[src/rtl/alu_pkg.sv]
// Shared ALU definitions: operation encoding, operation width and error classification.
package alu_pkg;

    localparam int ALU_OP_W = 3;

    typedef enum logic [ALU_OP_W-1:0] {
        ALU_ADD = 3'b000,
        ALU_SUB = 3'b001,
        ALU_MUL = 3'b010,
        ALU_DIV = 3'b011
    } alu_operation;

    // Codes 3'b100..3'b111 are unassigned; the top bit alone identifies them.
    function automatic logic op_is_illegal(input logic [ALU_OP_W-1:0] op);
        return op[ALU_OP_W-1];
    endfunction

endpackage

[src/rtl/sync_fifo.sv]
// Single-clock FIFO with occupancy count; head is read combinationally.
module sync_fifo #(
    parameter int WIDTH = 8,
    parameter int DEPTH = 4,
    localparam int PTR_W = (DEPTH > 1) ? $clog2(DEPTH) : 1,
    localparam int CNT_W = $clog2(DEPTH + 1)
) (
    input  logic             clk_i,
    input  logic             rst_ni,
    input  logic             push_i,
    input  logic [WIDTH-1:0] wdata_i,
    input  logic             pop_i,
    output logic [WIDTH-1:0] rdata_o,
    output logic [CNT_W-1:0] count_o,
    output logic             empty_o
);

    logic [WIDTH-1:0] mem_q [DEPTH];
    logic [PTR_W-1:0] wr_ptr_q, wr_ptr_d;
    logic [PTR_W-1:0] rd_ptr_q, rd_ptr_d;
    logic [CNT_W-1:0] count_q, count_d;
    logic             full;
    logic             push_ok;
    logic             pop_ok;

    assign full    = (count_q == CNT_W'(DEPTH));
    assign empty_o = (count_q == '0);
    assign push_ok = push_i && !full;
    assign pop_ok  = pop_i && !empty_o;
    assign rdata_o = mem_q[rd_ptr_q];
    assign count_o = count_q;

    // Pointers wrap naturally; the count register tells full from empty.
    always_comb begin
        wr_ptr_d = wr_ptr_q + PTR_W'(push_ok);
        rd_ptr_d = rd_ptr_q + PTR_W'(pop_ok);
        count_d  = count_q + CNT_W'(push_ok) - CNT_W'(pop_ok);
    end

    always_ff @(posedge clk_i or negedge rst_ni) begin
        if (!rst_ni) begin
            wr_ptr_q <= '0;
            rd_ptr_q <= '0;
            count_q  <= '0;
            for (int i = 0; i < DEPTH; i++) begin
                mem_q[i] <= '0;
            end
        end else begin
            wr_ptr_q <= wr_ptr_d;
            rd_ptr_q <= rd_ptr_d;
            count_q  <= count_d;
            if (push_ok) begin
                mem_q[wr_ptr_q] <= wdata_i;
            end
        end
    end

endmodule

[src/rtl/alu_issue_q.sv]
// Issue stage for the ALU: buffers tagged requests, issues one per cycle, captures the
// registered ALU result and returns it in order over a backpressured response port.
module alu_issue_q
    import alu_pkg::*;
#(
    parameter int DATA_WIDTH = 8,
    parameter int TAG_WIDTH  = 4,
    parameter int FIFO_DEPTH = 4
) (
    input  logic                  clk_i,
    input  logic                  rst_ni,
    input  logic                  req_valid_i,
    output logic                  req_ready_o,
    input  logic [ALU_OP_W-1:0]   req_op_i,
    input  logic [DATA_WIDTH-1:0] req_a_i,
    input  logic [DATA_WIDTH-1:0] req_b_i,
    input  logic [TAG_WIDTH-1:0]  req_tag_i,
    output logic [ALU_OP_W-1:0]   alu_op_o,
    output logic [DATA_WIDTH-1:0] alu_src_a_o,
    output logic [DATA_WIDTH-1:0] alu_src_b_o,
    input  logic [DATA_WIDTH-1:0] alu_result_i,
    output logic                  rsp_valid_o,
    input  logic                  rsp_ready_i,
    output logic [DATA_WIDTH-1:0] rsp_result_o,
    output logic [TAG_WIDTH-1:0]  rsp_tag_o,
    output logic                  rsp_err_o,
    output logic                  busy_o
);

    typedef struct packed {
        logic [ALU_OP_W-1:0]   op;
        logic [DATA_WIDTH-1:0] a;
        logic [DATA_WIDTH-1:0] b;
        logic [TAG_WIDTH-1:0]  tag;
    } req_t;

    typedef struct packed {
        logic [DATA_WIDTH-1:0] result;
        logic [TAG_WIDTH-1:0]  tag;
        logic                  err;
    } rsp_t;

    localparam int REQ_W      = $bits(req_t);
    localparam int RSP_W      = $bits(rsp_t);
    localparam int REQ_CNT_W  = $clog2(FIFO_DEPTH + 1);
    localparam int RSP_DEPTH  = 2;
    localparam int RSP_CNT_W  = $clog2(RSP_DEPTH + 1);

    req_t                 req_wdata, req_head;
    logic [REQ_CNT_W-1:0] req_count;
    logic                 req_empty;
    logic                 req_push;

    rsp_t                 rsp_wdata, rsp_head;
    logic [RSP_CNT_W-1:0] rsp_count;
    logic                 rsp_empty;
    logic                 rsp_pop;

    logic                 issue;
    logic [2:0]           occupancy;
    logic                 head_illegal, head_divz;

    logic                  infl_vld_q, infl_vld_d;
    logic [TAG_WIDTH-1:0]  infl_tag_q, infl_tag_d;
    logic                  infl_illegal_q, infl_illegal_d;
    logic                  infl_divz_q, infl_divz_d;
    logic [ALU_OP_W-1:0]   alu_op_q, alu_op_d;
    logic [DATA_WIDTH-1:0] alu_a_q, alu_a_d;
    logic [DATA_WIDTH-1:0] alu_b_q, alu_b_d;

    assign req_wdata   = '{op: req_op_i, a: req_a_i, b: req_b_i, tag: req_tag_i};
    // Ready comes from the registered count only, so a same-cycle pop never raises it.
    assign req_ready_o = (req_count != REQ_CNT_W'(FIFO_DEPTH));
    assign req_push    = req_valid_i && req_ready_o;

    sync_fifo #(.WIDTH(REQ_W), .DEPTH(FIFO_DEPTH)) u_req_fifo (
        .clk_i   (clk_i),
        .rst_ni  (rst_ni),
        .push_i  (req_push),
        .wdata_i (req_wdata),
        .pop_i   (issue),
        .rdata_o (req_head),
        .count_o (req_count),
        .empty_o (req_empty)
    );

    assign rsp_valid_o = !rsp_empty;
    assign rsp_pop     = rsp_valid_o && rsp_ready_i;

    // Never allow more than two results between the ALU and the response port.
    assign occupancy = 3'(infl_vld_q) + 3'(rsp_count) - 3'(rsp_pop);
    assign issue     = !req_empty && (occupancy < 3'd2);

    assign head_illegal = op_is_illegal(req_head.op);
    assign head_divz    = (req_head.op == ALU_DIV) && (req_head.b == '0);

    always_comb begin
        alu_op_d       = alu_op_q;
        alu_a_d        = alu_a_q;
        alu_b_d        = alu_b_q;
        infl_vld_d     = issue;
        infl_tag_d     = infl_tag_q;
        infl_illegal_d = infl_illegal_q;
        infl_divz_d    = infl_divz_q;
        if (issue) begin
            alu_op_d       = req_head.op;
            alu_a_d        = req_head.a;
            alu_b_d        = req_head.b;
            infl_tag_d     = req_head.tag;
            infl_illegal_d = head_illegal;
            infl_divz_d    = head_divz;
        end
    end

    assign alu_op_o    = alu_op_d;
    assign alu_src_a_o = alu_a_d;
    assign alu_src_b_o = alu_b_d;

    always_comb begin
        rsp_wdata.tag    = infl_tag_q;
        rsp_wdata.err    = infl_illegal_q || infl_divz_q;
        rsp_wdata.result = alu_result_i;
        if (infl_illegal_q) begin
            rsp_wdata.result = '0;
        end else if (infl_divz_q) begin
            rsp_wdata.result = '1;
        end
    end

    sync_fifo #(.WIDTH(RSP_W), .DEPTH(RSP_DEPTH)) u_rsp_fifo (
        .clk_i   (clk_i),
        .rst_ni  (rst_ni),
        .push_i  (infl_vld_q),
        .wdata_i (rsp_wdata),
        .pop_i   (rsp_pop),
        .rdata_o (rsp_head),
        .count_o (rsp_count),
        .empty_o (rsp_empty)
    );

    assign rsp_result_o = rsp_head.result;
    assign rsp_tag_o    = rsp_head.tag;
    assign rsp_err_o    = rsp_head.err;
    assign busy_o       = !req_empty || infl_vld_q || !rsp_empty;

    always_ff @(posedge clk_i or negedge rst_ni) begin
        if (!rst_ni) begin
            infl_vld_q     <= 1'b0;
            infl_tag_q     <= '0;
            infl_illegal_q <= 1'b0;
            infl_divz_q    <= 1'b0;
            alu_op_q       <= '0;
            alu_a_q        <= '0;
            alu_b_q        <= '0;
        end else begin
            infl_vld_q     <= infl_vld_d;
            infl_tag_q     <= infl_tag_d;
            infl_illegal_q <= infl_illegal_d;
            infl_divz_q    <= infl_divz_d;
            alu_op_q       <= alu_op_d;
            alu_a_q        <= alu_a_d;
            alu_b_q        <= alu_b_d;
        end
    end

endmodule

[config.mk]
export PLATFORM = sky130hd
export DESIGN_NAME = alu_issue_q
export DESIGN_NICKNAME = d
export VERILOG_FILES = /design/src/rtl/alu_pkg.sv /design/src/rtl/sync_fifo.sv /design/src/rtl/alu_issue_q.sv
export SDC_FILE = /design/constraint.sdc
export NUM_CORES = 1
export LEC_CHECK = 0
export ABC_AREA = 1
export BUFFER_PORTS_ARGS = -buffer_cell sky130_fd_sc_hd__buf_2
export CORE_MARGIN = 4
export CORE_UTILIZATION = 61
export CTS_BUF_LIST = sky130_fd_sc_hd__clkbuf_4 sky130_fd_sc_hd__clkbuf_8
export DETAILED_ROUTE_END_ITERATION = 10
export HOLD_SLACK_MARGIN = 0.1
export PLACE_DENSITY = 0.82
export SYNTH_ARGS = -nofsm -noshare
export SYNTH_HDL_FRONTEND = slang
export SYNTH_SLANG_ARGS = --single-unit
export TNS_END_PERCENT = 5
[constraint.sdc]
create_clock -name clk_i -period 3.8 [get_ports clk_i]
set_input_delay 0.57 -clock clk_i [delete_from_list [all_inputs] [get_ports clk_i]]
set_output_delay 0.57 -clock clk_i [all_outputs]
set_load 0.01 [all_outputs]
## Word-level counts from Yosys, hierarchy flattened

Index checks and enable logic that the tools add are counted.

| word-level totals | value |
|---|---|
| register bits after elaboration | 155 |
| latch bits | 0 |
| RAM bits | 0 |
| ROM bits | 0 |
| output and inout bits | 35 |
| memories | 0 |

| operators by class | value |
|---|---|
| add/subtract/negate cells | 10 |
| $mul | 0 |
| divide/modulo/power cells | 0 |
| order comparisons | 7 |
| equality and inequality tests | 4 |
| shift operators | 0 |
| mux-type cells | 17 |
| bitwise logic cells | 4 |
| reduce and logical (&&, ||, !) cells | 20 |

Operators by type and width:

| kind | count |
|---|---|
| bitwise mux 92 bit | 1 |
| two-way mux 23 bit | 3 |
| two-way mux 13 bit | 4 |
| binary-select mux 23 bit (select 2 bit) | 1 |
| demux 23 bit (select 2 bit) | 1 |
| two-way mux 8 bit | 4 |
| bitwise mux 26 bit | 1 |
| demux 13 bit (select 1 bit) | 1 |
| logical AND 1 bit | 10 |
| zero test 8 bit | 1 |
| adder 2 x 1 -> 2 bit | 3 |
| greater-or-equal comparator 3 bit, second input constant | 2 |
| inverter 2 -> 3 bit | 2 |
| subtractor 3 x 1 -> 3 bit | 2 |
| greater-or-equal comparator 2 bit, second input constant | 2 |
| zero test 1 bit | 4 |
| inverter 1 -> 2 bit | 2 |
| adder 1 x 2 -> 3 bit | 1 |
| adder 3 x 1 -> 3 bit | 1 |
| == test 3 x 2 -> 1 bit, second input constant | 1 |
| == test 3 bit, second input constant | 1 |
| zero test 3 bit | 1 |
| logical OR 1 bit | 3 |
| < comparator 3 x 1 -> 1 bit, second input constant | 1 |
| other kinds (8) | 9 |

## Depth between registers and ports, before layout

Gate-level depths: netlist of run 1.

| logic depth | value |
|---|---|
| depth after elaboration | 8 |
| gate-level depth with buffers | 18 |
| gate-level depth less buffers | 17 |

## Modules after synthesis

From an unflattened synthesis of run 1, not the netlist that was laid out.

| unflattened totals | value |
|---|---|
| cell total of the unflattened synthesis | 931 |
| area, all modules | 7490.9 µm² |

Modules (own cells, without submodules):

| module | times used | cells an instance | area an instance (µm²) | sequential area each (µm²) |
|---|---|---|---|---|
| sync_fifo at u_req_fifo | 1 | 608 | 4882.2 | 2477.4 |
| sync_fifo at u_rsp_fifo | 1 | 170 | 1410.1 | 750.7 |
| alu_issue_q | 1 | 153 | 1198.6 | 650.6 |

## Least setup slack after synthesis of run 1

OpenSTA, ideal clock, no wires.

| timing path | value |
|---|---|
| path type | register -> register |
| from | register u_rsp_fifo.count_q[1] (netlist: u_rsp_fifo.count_o[1]) |
| to | register u_req_fifo.count_q[2] (netlist: u_req_fifo.count_o[2]) |
| library setup time | 123 ps |
| data arrival time | 2902 ps |
| required time | 3677 ps |
| slack | 775 ps |
| stages on the path, launching flop included | 17 |
| buffers on the path | 1 |
| clock period less this slack | 3025 ps |
| cell sequence | dfrtp_1 -> nor2_1 -> inv_1 -> nand2_1 -> inv_1 -> ha_1 -> inv_1 -> nand2_1 -> fa_1 -> nand3_1 -> nor2_4 -> buf_6 -> xor2_1 -> ha_1 -> inv_1 -> fa_1 -> xnor2_1 |

| between the ends | value |
|---|---|
| cells in the longest elaborated chain, start to end | 8 |

Ends and longest elaborated chain:

| what | RTL line | source |
|---|---|---|
| start, declared | sync_fifo.sv:21 | `logic [CNT_W-1:0] count_q, count_d;` |
| start signal, assigned | sync_fifo.sv:51 | `count_q <= count_d;` |
| zero test 2 bit | sync_fifo.sv:27 | `assign empty_o = (count_q == '0);` |
| zero test 1 bit | alu_issue_q.sv:87 | `assign rsp_valid_o = !rsp_empty;` |
| net rsp_valid_o | alu_issue_q.sv:22 | `output logic rsp_valid_o,` |
| logical AND 1 bit | alu_issue_q.sv:88 | `assign rsp_pop = rsp_valid_o && rsp_ready_i;` |
| subtractor 3 x 1 -> 3 bit | alu_issue_q.sv:91 | `assign occupancy = 3'(infl_vld_q) + 3'(rsp_count) - 3'(rsp_pop);` |
| < comparator 3 x 2 -> 1 bit | alu_issue_q.sv:92 | `assign issue = !req_empty && (occupancy < 3'd2);` |
| logical AND 1 bit | alu_issue_q.sv:92 |  |
| logical AND 1 bit | sync_fifo.sv:29 | `assign pop_ok = pop_i && !empty_o;` |
| subtractor 3 x 1 -> 3 bit | sync_fifo.sv:37 | `count_d = count_q + CNT_W'(push_ok) - CNT_W'(pop_ok);` |
| net u_req_fifo.count_d[2] | sync_fifo.sv:21 |  |
| end signal, assigned | sync_fifo.sv:51 |  |
| end, declared | sync_fifo.sv:21 |  |

The timed path passes the listed nets, and every way through them passes these cells.
A chain may end at the register's enable or synchronous reset.

## Worst setup path after layout of run 1

| timing path | value |
|---|---|
| from | register u_rsp_fifo.count_q[1] (netlist: u_rsp_fifo.count_o[1]) |
| to | output alu_src_a_o[0] |

| between the ends | value |
|---|---|
| cells in the longest elaborated chain, start to end | 7 |

Ends and longest elaborated chain:

| what | RTL line | source |
|---|---|---|
| branches (longest 3 deep; another with adder 1 x 2 -> 3 bit) | -- |  |
| subtractor 3 x 1 -> 3 bit * | alu_issue_q.sv:91 |  |
| < comparator 3 x 2 -> 1 bit * | alu_issue_q.sv:92 |  |
| logical AND 1 bit * | alu_issue_q.sv:92 |  |
| two-way mux 8 bit * | alu_issue_q.sv:105 | `if (issue) begin` |
| end, declared | alu_issue_q.sv:19 | `output logic [DATA_WIDTH-1:0] alu_src_a_o,` |

Mark *: on every way between the ends.

==> run_results.csv, run 1 <==
group,metric,value,unit
die,start_util,0.635,
power_and_ir_drop,p_seq_frac,0.372,
timing,setup_tns,0,ps
cells_and_area,nets,885,
placement,dpl.hpwl,9330,um
logic_synthesis,synth_edf_count,0,
run,maxCapViolCount,0,
timing,worstMarginPinSlew,1070,ps
timing,hold_violations,0,
logic_synthesis,syn_nets,830,
critical_path,reg2reg_slack,710,ps
logic_synthesis,post-synth-top-count-cell,"nand2_1",
timing,fmax,279,MHz
clocking,clk_pin_slew_worst_paths,80,ps
global_route,gr-total-overflow,0,
logic_synthesis,ys_seq_area_frac,0.554,
critical_path,cp-end-kind,"output port",
critical_path,crit_arrival,3010,ps
drt,drc_errors,0,
power_and_ir_drop,clock_power_share,0.176,
critical_path,cp-startpoint,"u_rsp_fifo.count_o[1]",
timing,slew_headroom,0.287,
placement,place.gp.congestion,0.802,
timing,finalCritPeriodShare,0.943,
clocking,clkLatencyLatePin,460,ps
logic_synthesis,synth_area,7000,um2
power_and_ir_drop,power.ir.vdd_worst,0.562,mV
clocking,root_buffer,"clkbuf_8",
cells_and_area,layout.cells.non_filler,994,
critical_path,worstPathMaxFanout,23,
clocking,cts.sinks,155,
die,dieArea,13300,um2
cells_and_area,antenna_cells,0,
timing,rsz0062_at_grt,"false",
logic_synthesis,yosys_warnings,0,
critical_path,timing.critical_path.to,"alu_src_a_o[0]",
power_and_ir_drop,pwr_density_cell,1010,nW/um2
power_and_ir_drop,p_sw,3.35,mW
drt,wl_per_cell,15.1,um
critical_path,path_cells,"nor2_2 -> inv_1 -> nand2_1 -> inv_1 -> ha_1 -> inv_1 -> nand2_1 -> fa_1 -> nand3_2 -> nor2_4 -> buf_12 -> nor2_1 -> a31oi_1 -> buf_2",
cells_and_area,final_util,0.706,
timing,hold_ws,157,ps
timing,finalSetupViolations,0,
clocking,cts_hold_buffers,0,
cells_and_area,synthToLayoutAreaGrowth,11.3,%
placement,placed_cells,957,
drt,vias,5483,
critical_path,crit_slowest_cell,"fa_1",
global_route,antenna_found_initial,0,
die,io_pins,70,
logic_synthesis,synth_common_cells,"nand2_1 (250), dfrtp_1 (155), o21ai_0 (103)",
critical_path,path_class,"reg2out",
global_route,grt_usage,0.241,
clocking,cts_inserted_buffers,17,
power_and_ir_drop,power.internal,4.52,mW
logic_synthesis,synth_top_area_frac,0.554,
logic_synthesis,synth_area_leaders,"dfrtp_1 (55%), nand2_1 (13%), o21ai_0 (7.4%)",
logic_synthesis,ys.flop_type,"dfrtp_1",
die,rows,38,
global_route,grt_pass1_wl,25000,um
critical_path,ff2ff_path_depth,16,
critical_path,r2r_end,"u_req_fifo.count_o[2]",
timing,drv_slew,0,
drt,post_drt_via_cell_ratio,5.52,
timing,setup_slack,218,ps
drt,drtAntennaViolNets,0,
global_route,grt_pass1_vias,5387,
clocking,htreeDepth,4,
global_route,grt_max_degree,86,
drt,postRouteWirelength,15000,um
timing,skew,11.1,ps
placement,place_ws,436,ps
logic_synthesis,post-synth-top-area-cell,"dfrtp_1",
logic_synthesis,ys_types,30,
cells_and_area,layout-drive-gt1-share,0.179,
critical_path,slowest_delay,500,ps
power_and_ir_drop,combPwrFrac,0.452,
drt,firstDrtPassIters,5,
critical_path,cpMostUsedCell,"inv_1",
status,outcome,"completed",
die,die_w,115,um
critical_path,regToRegStartpoint,"u_rsp_fifo.count_o[1]",
logic_synthesis,ys_async_sr_fraction,1.00,
worst_hold_path,hp-class,"in2async",
logic_synthesis,postSynthAreaPerCell,8.90,um2
drt,drtIter0Drc,597,
power_and_ir_drop,swShare,0.426,
logic_synthesis,synth-seq-cells,155,
critical_path,startpoint_type,"flip-flop",
clocking,clockBufferDepth,2,
logic_synthesis,synth_cells,786,
die,fp.dieH,115,um
power_and_ir_drop,p_leak,3.89,nW
timing,min_period,3580,ps
critical_path,worst_ep_required_time,3230,ps
die,core-area,11000,um2
placement,io_buffers,69,
clocking,cts_tree,"built",
-- worst max-delay path, delay by kind of cell, from the launching register on --
family	cells	cell delay, ps
AND/OR/NAND/NOR	6	590
adder cells (fa/ha/maj)	2	760
flip-flops	1	460
AO/OA/AOI/OAI	1	190
buffers and inverters	5	550
-- layer usage --
layer / track usage / up-vias / part of all wire
met2: 0.405 / 197 / 0.49
met3: 0.0663 / 18 / 0.070
met5: 0 / - / 0
met1: 0.307 / 2651 / 0.43
li1: - / 2617 / -
met4: 0.0743 / 0 / 0.013
-- per-stage QoR --
step	instance area, um2	power [mW]
after global routing	7790	8.51
after floorplan	7000	5.45
final	7790	7.86
after global placement	7270	6.11
after detailed placement	7270	6.32
after CTS	7730	7.74
-- timing repair --
item | 4_1_cts | 5_1_grt
buffers inserted | 0 | 5
endpoints found under the setup margin | 8 | 19
gates resized for setup | 2 | 8
endpoints found under the hold margin | 0 | 0
pin swaps | 0 | 2
-- sequential cells by signal, summed over array words and instances, names as in the netlist --
signal	count
alu_op_q	3
u_rsp_fifo.mem_q	26
u_req_fifo.wr_ptr_q	2
u_req_fifo.mem_q	92
infl_tag_q	4
alu_b_q	8
infl_divz_q	1
alu_a_q	8
infl_illegal_q	1
u_rsp_fifo.rd_ptr_q	1
u_req_fifo.rd_ptr_q	2
u_rsp_fifo.wr_ptr_q	1
u_req_fifo.count_o	3
u_rsp_fifo.count_o	2
infl_vld_q	1
-- cell usage in the layout (no fill, tap or decap), types with 2 or more instances in the layout --
master | synthesis | layout
inv_1 | 63 | 63
nor2_1 | 46 | 45
o21a_1 | 9 | 9
dfrtp_1 | 155 | 153
a31oi_1 | 13 | 12
clkbuf_8 | 1 | 17
nand2_1 | 250 | 250
o21ai_0 | 103 | 103
inv_6 | 1 | 6
ha_1 | 7 | 7
buf_4 | 8 | 8
nand2_4 | 3 | 3
o211ai_1 | 12 | 12
fa_1 | 2 | 2
nand3_1 | 26 | 25
bufinv_16 | 0 | 4
xnor2_1 | 2 | 2
clkinv_4 | 0 | 3
nor2_4 | 2 | 2
clkinvlp_4 | 0 | 2
buf_2 | 12 | 68
inv_2 | 3 | 2
xor2_1 | 6 | 6
buf_12 | 0 | 2
o21ai_1 | 9 | 9
o21ai_2 | 26 | 26
dfrtp_2 | 0 | 2
-- power by group through the flow --
| stage | Combinational [mW] | Clock [mW] | Sequential, mW |
|---|---|---|---|
| global placement | 3.21 | 0 | 2.89 |
| floorplan | 2.69 | 0 | 2.76 |
| CTS | 3.43 | 1.40 | 2.92 |
| detailed placement | 3.38 | 0 | 2.94 |
| finish | 3.55 | 1.38 | 2.93 |
| global route | 4.01 | 1.48 | 3.02 |
-- area by class of cell --
cell class / instances / area [um2]
multi-input cells: 520 / 2570
clock buffers: 17 / 234
flip-flops and latches: 155 / 3880
fillers: 849 / 3240
well taps: 140 / 175
repair buffers: 79 / 452
inverters: 68 / 265
clock inverters: 15 / 213
-- logic make-up after synthesis --
family,share of synthesized area
buffers and inverters,0.0806
adder cells (fa/ha/maj),0.0182
AND/OR/NAND/NOR,0.189
XOR/XNOR,0.0100
AO/OA/AOI/OAI,0.147
flip-flops,0.554
-- worst min-delay path by stage --
| stage | startpoint | to | slack (ps) | depth (start not counted) |
|---|---|---|---|---|
| after floorplan | rst_ni | alu_a_q[0] | 270 | 0 |
| after global placement | alu_op_q[0] | alu_op_q[0] | 450 | 2 |
| final | rst_ni | u_rsp_fifo.mem_q[16] | 160 | 1 |
| after detailed placement | alu_b_q[0] | alu_b_q[0] | 460 | 2 |
| after global routing | rst_ni | u_rsp_fifo.mem_q[14] | 210 | 1 |
| after CTS | rst_ni | u_req_fifo.mem_q[18] | 180 | 1 |
Power figures use the tool's default switching activity.
==> run 2, diff against run 1 <==
--- a/config.mk
+++ b/config.mk
@@ -8,11 +8,13 @@
 export ABC_AREA = 1
 export BUFFER_PORTS_ARGS = -buffer_cell sky130_fd_sc_hd__buf_2
 export CORE_MARGIN = 4
-export CORE_UTILIZATION = 61
+export CORE_UTILIZATION = 52
 export CTS_BUF_LIST = sky130_fd_sc_hd__clkbuf_4 sky130_fd_sc_hd__clkbuf_8
 export DETAILED_ROUTE_END_ITERATION = 10
+export GPL_ROUTABILITY_DRIVEN = 1
+export GPL_TIMING_DRIVEN = 0
 export HOLD_SLACK_MARGIN = 0.1
-export PLACE_DENSITY = 0.82
+export PLACE_DENSITY = 0.72
 export SYNTH_ARGS = -nofsm -noshare
 export SYNTH_HDL_FRONTEND = slang
 export SYNTH_SLANG_ARGS = --single-unit
==> run 2 against run 1 <==
Core utilization is 9.5 points lower. Total power is 2.0% higher. Design area up 3.5%. Global-route usage down 1.2 points. Worst setup slack got worse by 45 ps. Flip-flop and latch count is the same. Via count is 0.55% higher. Die area rose by 16%.
==> run_results.csv, run 2 (same netlist as run 1, synthesis figures left out) <==
group,metric,value,unit
global_route,grt_pass1_vias,5330,
cells_and_area,layout_commonest_cell,"nand2_1",
die,die_w,124,um
cells_and_area,final_area,8060,um2
placement,dpl.hpwl,11300,um
die,io_pins,70,
drt,vias,5513,
drt,drc_errors,0,
cells_and_area,layout.cells.non_filler,1070,
clocking,clkLatencyLatePin,450,ps
cells_and_area,largest_reg_flops,92,
global_route,antenna_found_initial,0,
critical_path,cp-startpoint,"u_rsp_fifo.count_o[1]",
timing,finalCritPeriodShare,0.955,
clocking,cts_tree,"built",
critical_path,cp-end-kind,"output port",
placement,place_area,7600,um2
global_route,gr-total-overflow,0,
clocking,cts.sinks,155,
timing,slew_headroom,0.605,
power_and_ir_drop,p_leak,4.04,nW
die,dieArea,15400,um2
global_route,grt_max_degree,93,
drt,wl_per_cell,15.6,um
cells_and_area,final_cell_mix,"nand2_1 (248), dfrtp_1 (154), o21ai_0 (103)",
clocking,clk_pin_slew_worst_paths,70,ps
drt,drtAntennaViolNets,0,
power_and_ir_drop,swShare,0.425,
power_and_ir_drop,fin_total_pwr,8.02,mW
run,maxCapViolCount,0,
power_and_ir_drop,combPwrFrac,0.496,
drt,post_drt_via_cell_ratio,5.15,
clocking,cts_hold_buffers,0,
power_and_ir_drop,p_seq_frac,0.354,
placement,io_buffers,69,
timing,setup_slack,173,ps
power_and_ir_drop,pwr_density_cell,994,nW/um2
global_route,grt_pass1_wl,26800,um
die,core-area,13200,um2
timing,fmax,276,MHz
timing,hold_violations,0,
timing,worstMarginPinSlew,593,ps
cells_and_area,nets,925,
cells_and_area,top_register,"u_req_fifo.mem_q",
critical_path,startpoint_type,"flip-flop",
clocking,root_buffer,"clkbuf_8",
critical_path,regToRegStartpoint,"u_rsp_fifo.count_o[1]",
drt,drtIter0Drc,361,
power_and_ir_drop,clock_power_share,0.151,
cells_and_area,synthToLayoutAreaGrowth,15.2,%
critical_path,path_class,"reg2out",
drt,firstDrtPassIters,5,
timing,finalSetupViolations,0,
timing,setup_tns,0,ps
power_and_ir_drop,p_sw,3.41,mW
power_and_ir_drop,power.internal,4.61,mW
placement,place.gp.congestion,0.829,
critical_path,worstPathMaxFanout,5,
die,start_util,0.531,
placement,place_ws,412,ps
timing,skew,6.38,ps
clocking,htreeDepth,4,
cells_and_area,layout-drive-gt1-share,0.210,
cells_and_area,antenna_cells,0,
die,rows,42,
timing,drv_slew,0,
cells_and_area,reg.largest.list,"u_req_fifo.mem_q: 92 flops, u_rsp_fifo.mem_q: 26 flops",
status,outcome,"completed",
drt,postRouteWirelength,16700,um
die,fp.dieH,124,um
critical_path,worst_ep_required_time,3230,ps
timing,min_period,3630,ps
clocking,clockBufferDepth,2,
worst_hold_path,hp-class,"in2async",
critical_path,crit_arrival,3060,ps
power_and_ir_drop,power.ir.vdd_worst,0.351,mV
global_route,grt_usage,0.229,
placement,placed_cells,1032,
clocking,cts_inserted_buffers,17,
[run 2: cell types whose count changed in the layout (fill, tap and decap cells not counted), sizes merged]
cell,previous run,this run
buf,79,107
clkbuf,17,38
inv,72,67
bufinv,4,1
clkinv,5,4
[run 2: repair_timing]
item / 4_1_cts / 5_1_grt
gates resized for setup: 0 / 9
setup endpoints to repair: 2 / 19
pin swaps: 1 / 3
cloned: 0 / 1
buffers inserted: 2 / 3
[run 2: area by class of cell]
class / count / area [um2]
Fill cell: 1154 / 5130
Sequential cell: 155 / 3880
Multi-Input combinational cell: 520 / 2580
Timing Repair Buffer: 76 / 425
Clock buffer: 26 / 333
Buffer: 43 / 304
Inverter: 68 / 260
Tap cell: 176 / 220
Clock inverter: 6 / 60.1
[run 2: path summary, 6_finish.rpt]
check                                         to  slack [ps]  cells after the start
max                               alu_src_a_o[2]         170                     14
min                         u_rsp_fifo.mem_q[14]         100                      1
max reg2reg                u_req_fifo.count_o[2]         630                     16
min reg2reg                           alu_b_q[1]         470                      2
max in group asynchronous   u_req_fifo.mem_q[31]        2870                      2
min in group clk_i          u_req_fifo.mem_q[13]         330                      3
[run 2: layer usage]
| metal | part of all wire | global-route usage | up-vias |
|---|---|---|---|
| met1 | 0.45 | 0.302 | 2664 |
| met4 | 0.016 | 0.0794 | 0 |
| met2 | 0.49 | 0.380 | 122 |
| met3 | 0.048 | 0.0436 | 21 |
| met5 | 0 | 0 | - |
| li1 | - | - | 2706 |
[run 2: power groups by stage]
stage	Combinational (mW)	Clock, mW	Sequential, mW
global placement	3.75	0	2.82
detailed placement	3.84	0	2.85
CTS	3.90	1.23	2.82
floorplan	2.69	0	2.76
finish	3.97	1.21	2.83
global route	4.43	1.30	2.92
[run 2: worst max-delay path: stages, from the launching register on]
cell	delay [ps]
dfrtp_2	460
nor2_4	100
inv_1	60
nand2_2	80
inv_1	50
ha_1	280
inv_2	70
nand2_2	50
fa_1	520
nand3_2	100
nor2_4	210
buf_2	240
nor2_1	50
a31oi_1	180
buf_2	170
[run 2: metrics by stage]
stage / utilization / hold WS, ps
floorplan: - / 274
global placement: 0.574 / 454
detailed placement: 0.576 / 457
CTS: 0.607 / 104
global route: 0.611 / 133
finish: 0.611 / 98.3
==> run 3, diff against run 2 <==
--- a/config.mk
+++ b/config.mk
@@ -8,13 +8,13 @@
 export ABC_AREA = 1
 export BUFFER_PORTS_ARGS = -buffer_cell sky130_fd_sc_hd__buf_2
 export CORE_MARGIN = 4
-export CORE_UTILIZATION = 52
+export CORE_UTILIZATION = 56
 export CTS_BUF_LIST = sky130_fd_sc_hd__clkbuf_4 sky130_fd_sc_hd__clkbuf_8
 export DETAILED_ROUTE_END_ITERATION = 10
 export GPL_ROUTABILITY_DRIVEN = 1
 export GPL_TIMING_DRIVEN = 0
 export HOLD_SLACK_MARGIN = 0.1
-export PLACE_DENSITY = 0.72
+export PLACE_DENSITY = 0.76
 export SYNTH_ARGS = -nofsm -noshare
 export SYNTH_HDL_FRONTEND = slang
 export SYNTH_SLANG_ARGS = --single-unit
==> run 3 against run 2 <==
Die area shrank 6.7%. Worst hold slack gained 70 ps. Core utilization grew 4.4 points. Sequential power is essentially flat. Routed wire length grew 1.0%.
==> run_results.csv, run 3 (same netlist as run 1, synthesis figures left out) <==
group,metric,value,unit
power_and_ir_drop,p_leak,3.99,nW
drt,vias,5691,
cells_and_area,layout-drive-gt1-share,0.197,
timing,finalSetupViolations,0,
die,io_pins,70,
placement,io_buffers,69,
clocking,clockBufferDepth,2,
cells_and_area,final_area,7940,um2
critical_path,path_class,"reg2out",
cells_and_area,antenna_cells,0,
clocking,clkLatencyLatePin,460,ps
power_and_ir_drop,power.ir.vdd_worst,0.527,mV
cells_and_area,top_register,"u_req_fifo.mem_q",
timing,finalCritPeriodShare,0.953,
drt,firstDrtPassIters,5,
placement,place.gp.congestion,0.874,
critical_path,startpoint_type,"flip-flop",
drt,drc_errors,0,
worst_hold_path,hp-class,"in2async",
die,core-area,12100,um2
cells_and_area,largest_reg_flops,92,
die,start_util,0.578,
clocking,cts.sinks,155,
critical_path,worstPathMaxFanout,10,
placement,dpl.hpwl,11600,um
cells_and_area,layout_commonest_cell,"nand2_1",
cells_and_area,final_util,0.656,
cells_and_area,nets,922,
die,dieArea,14400,um2
run,maxCapViolCount,0,
timing,fmax,276,MHz
global_route,grt_max_degree,84,
critical_path,cp-end-kind,"output port",
clocking,cts_tree,"built",
timing,rsz0062_at_grt,"false",
cells_and_area,final_cell_mix,"nand2_1 (250), dfrtp_1 (154), o21ai_0 (103)",
timing,min_period,3620,ps
global_route,grt_usage,0.252,
die,fp.dieH,120,um
global_route,grt_pass1_wl,28200,um
cells_and_area,reg.largest.list,"u_req_fifo.mem_q: 92 flops, u_rsp_fifo.mem_q: 26 flops",
timing,skew,8.00,ps
clocking,htreeDepth,4,
clocking,clk_pin_slew_worst_paths,70,ps
global_route,antenna_found_initial,0,
drt,postRouteWirelength,16800,um
drt,drtIter0Drc,591,
timing,hold_violations,0,
drt,drtAntennaViolNets,0,
cells_and_area,synthToLayoutAreaGrowth,13.4,%
drt,post_drt_via_cell_ratio,5.40,
power_and_ir_drop,fin_total_pwr,7.83,mW
power_and_ir_drop,pwr_density_cell,986,nW/um2
global_route,grt_pass1_vias,5551,
timing,worstMarginPinSlew,767,ps
die,die_w,120,um
status,outcome,"completed",
die,rows,40,
clocking,cts_hold_buffers,0,
global_route,gr-total-overflow,0,
drt,wl_per_cell,16.0,um
timing,drv_slew,0,
clocking,cts_inserted_buffers,17,
critical_path,worst_ep_required_time,3230,ps
timing,slew_headroom,0.488,
placement,place_area,7590,um2
critical_path,crit_arrival,3050,ps
clocking,root_buffer,"clkbuf_8",
[run 3: where the power goes]
| group | switching (mW) | internal [mW] | total, mW |
|---|---|---|---|
| clock network | 0.555 | 0.511 | 1.07 |
| logic | 2.46 | 1.47 | 3.93 |
| registers | 0.383 | 2.45 | 2.84 |
[run 3: critical path, cell delays in order, from the launching register on]
cell      delay [ps]
dfrtp_2          400
nor2_1           150
inv_1             70
nand2_1           90
inv_1             50
ha_1             260
inv_1             70
nand2_1           70
fa_1             490
nand3_1          120
nor2_4           150
buf_4            170
inv_2             50
clkbuf_8         150
o21ai_2          140
buf_2            150
[run 3: metrics by stage]
stage | TNS, ps | setup WS, ps | cells | hold WS [ps]
5_1_grt | 0 | 19.9 | 1053 | 217
6_report | 0 | 180 | 1053 | 169
3_3_place_gp | -2090 | -24.7 | 1023 | 453
4_1_cts | 0 | 14.7 | 1052 | 188
2_1_floorplan | 0 | 775 | 786 | 274
3_5_place_dp | 0 | 437 | 1024 | 456
[run 3: final cells by class]
| type | instances | area, um2 |
|---|---|---|
| multi-input combinational | 520 | 2560 |
| tap | 168 | 210 |
| buffer | 43 | 304 |
| clock inverter | 3 | 17.5 |
| sequential | 155 | 3880 |
| clock buffer | 23 | 304 |
| inverter | 68 | 260 |
| fill | 1039 | 4170 |
| timing repair buffer | 73 | 402 |
[run 3: path summary, 6_finish.rpt]
path,start,to,slack [ps],cells past startpoint
min reg2reg,u_rsp_fifo.mem_q[1],u_rsp_fifo.mem_q[1],470,2
min in group clk_i,req_a_i[3],u_req_fifo.mem_q[15],340,3
max,u_rsp_fifo.count_o[1],alu_src_b_o[7],180,15
min,rst_ni,u_rsp_fifo.rd_ptr_q,170,1
max reg2reg,u_rsp_fifo.count_o[1],u_req_fifo.count_o[2],700,16
max in group asynchronous,rst_ni,u_req_fifo.mem_q[30],2830,2
[run 3: what timing repair did]
action | CTS | global route
setup endpoints to repair | 1 | 19
setup buffers | 2 | 1
resized for setup | 0 | 2
pin swaps | 1 | 1
[run 3: metal layers]
layer	GRT usage	vias to the layer above	part of all wire
met5	0	-	0
met4	0.0902	0	0.022
met3	0.0528	34	0.062
met2	0.401	190	0.49
met1	0.345	2778	0.43
li1	-	2689	-
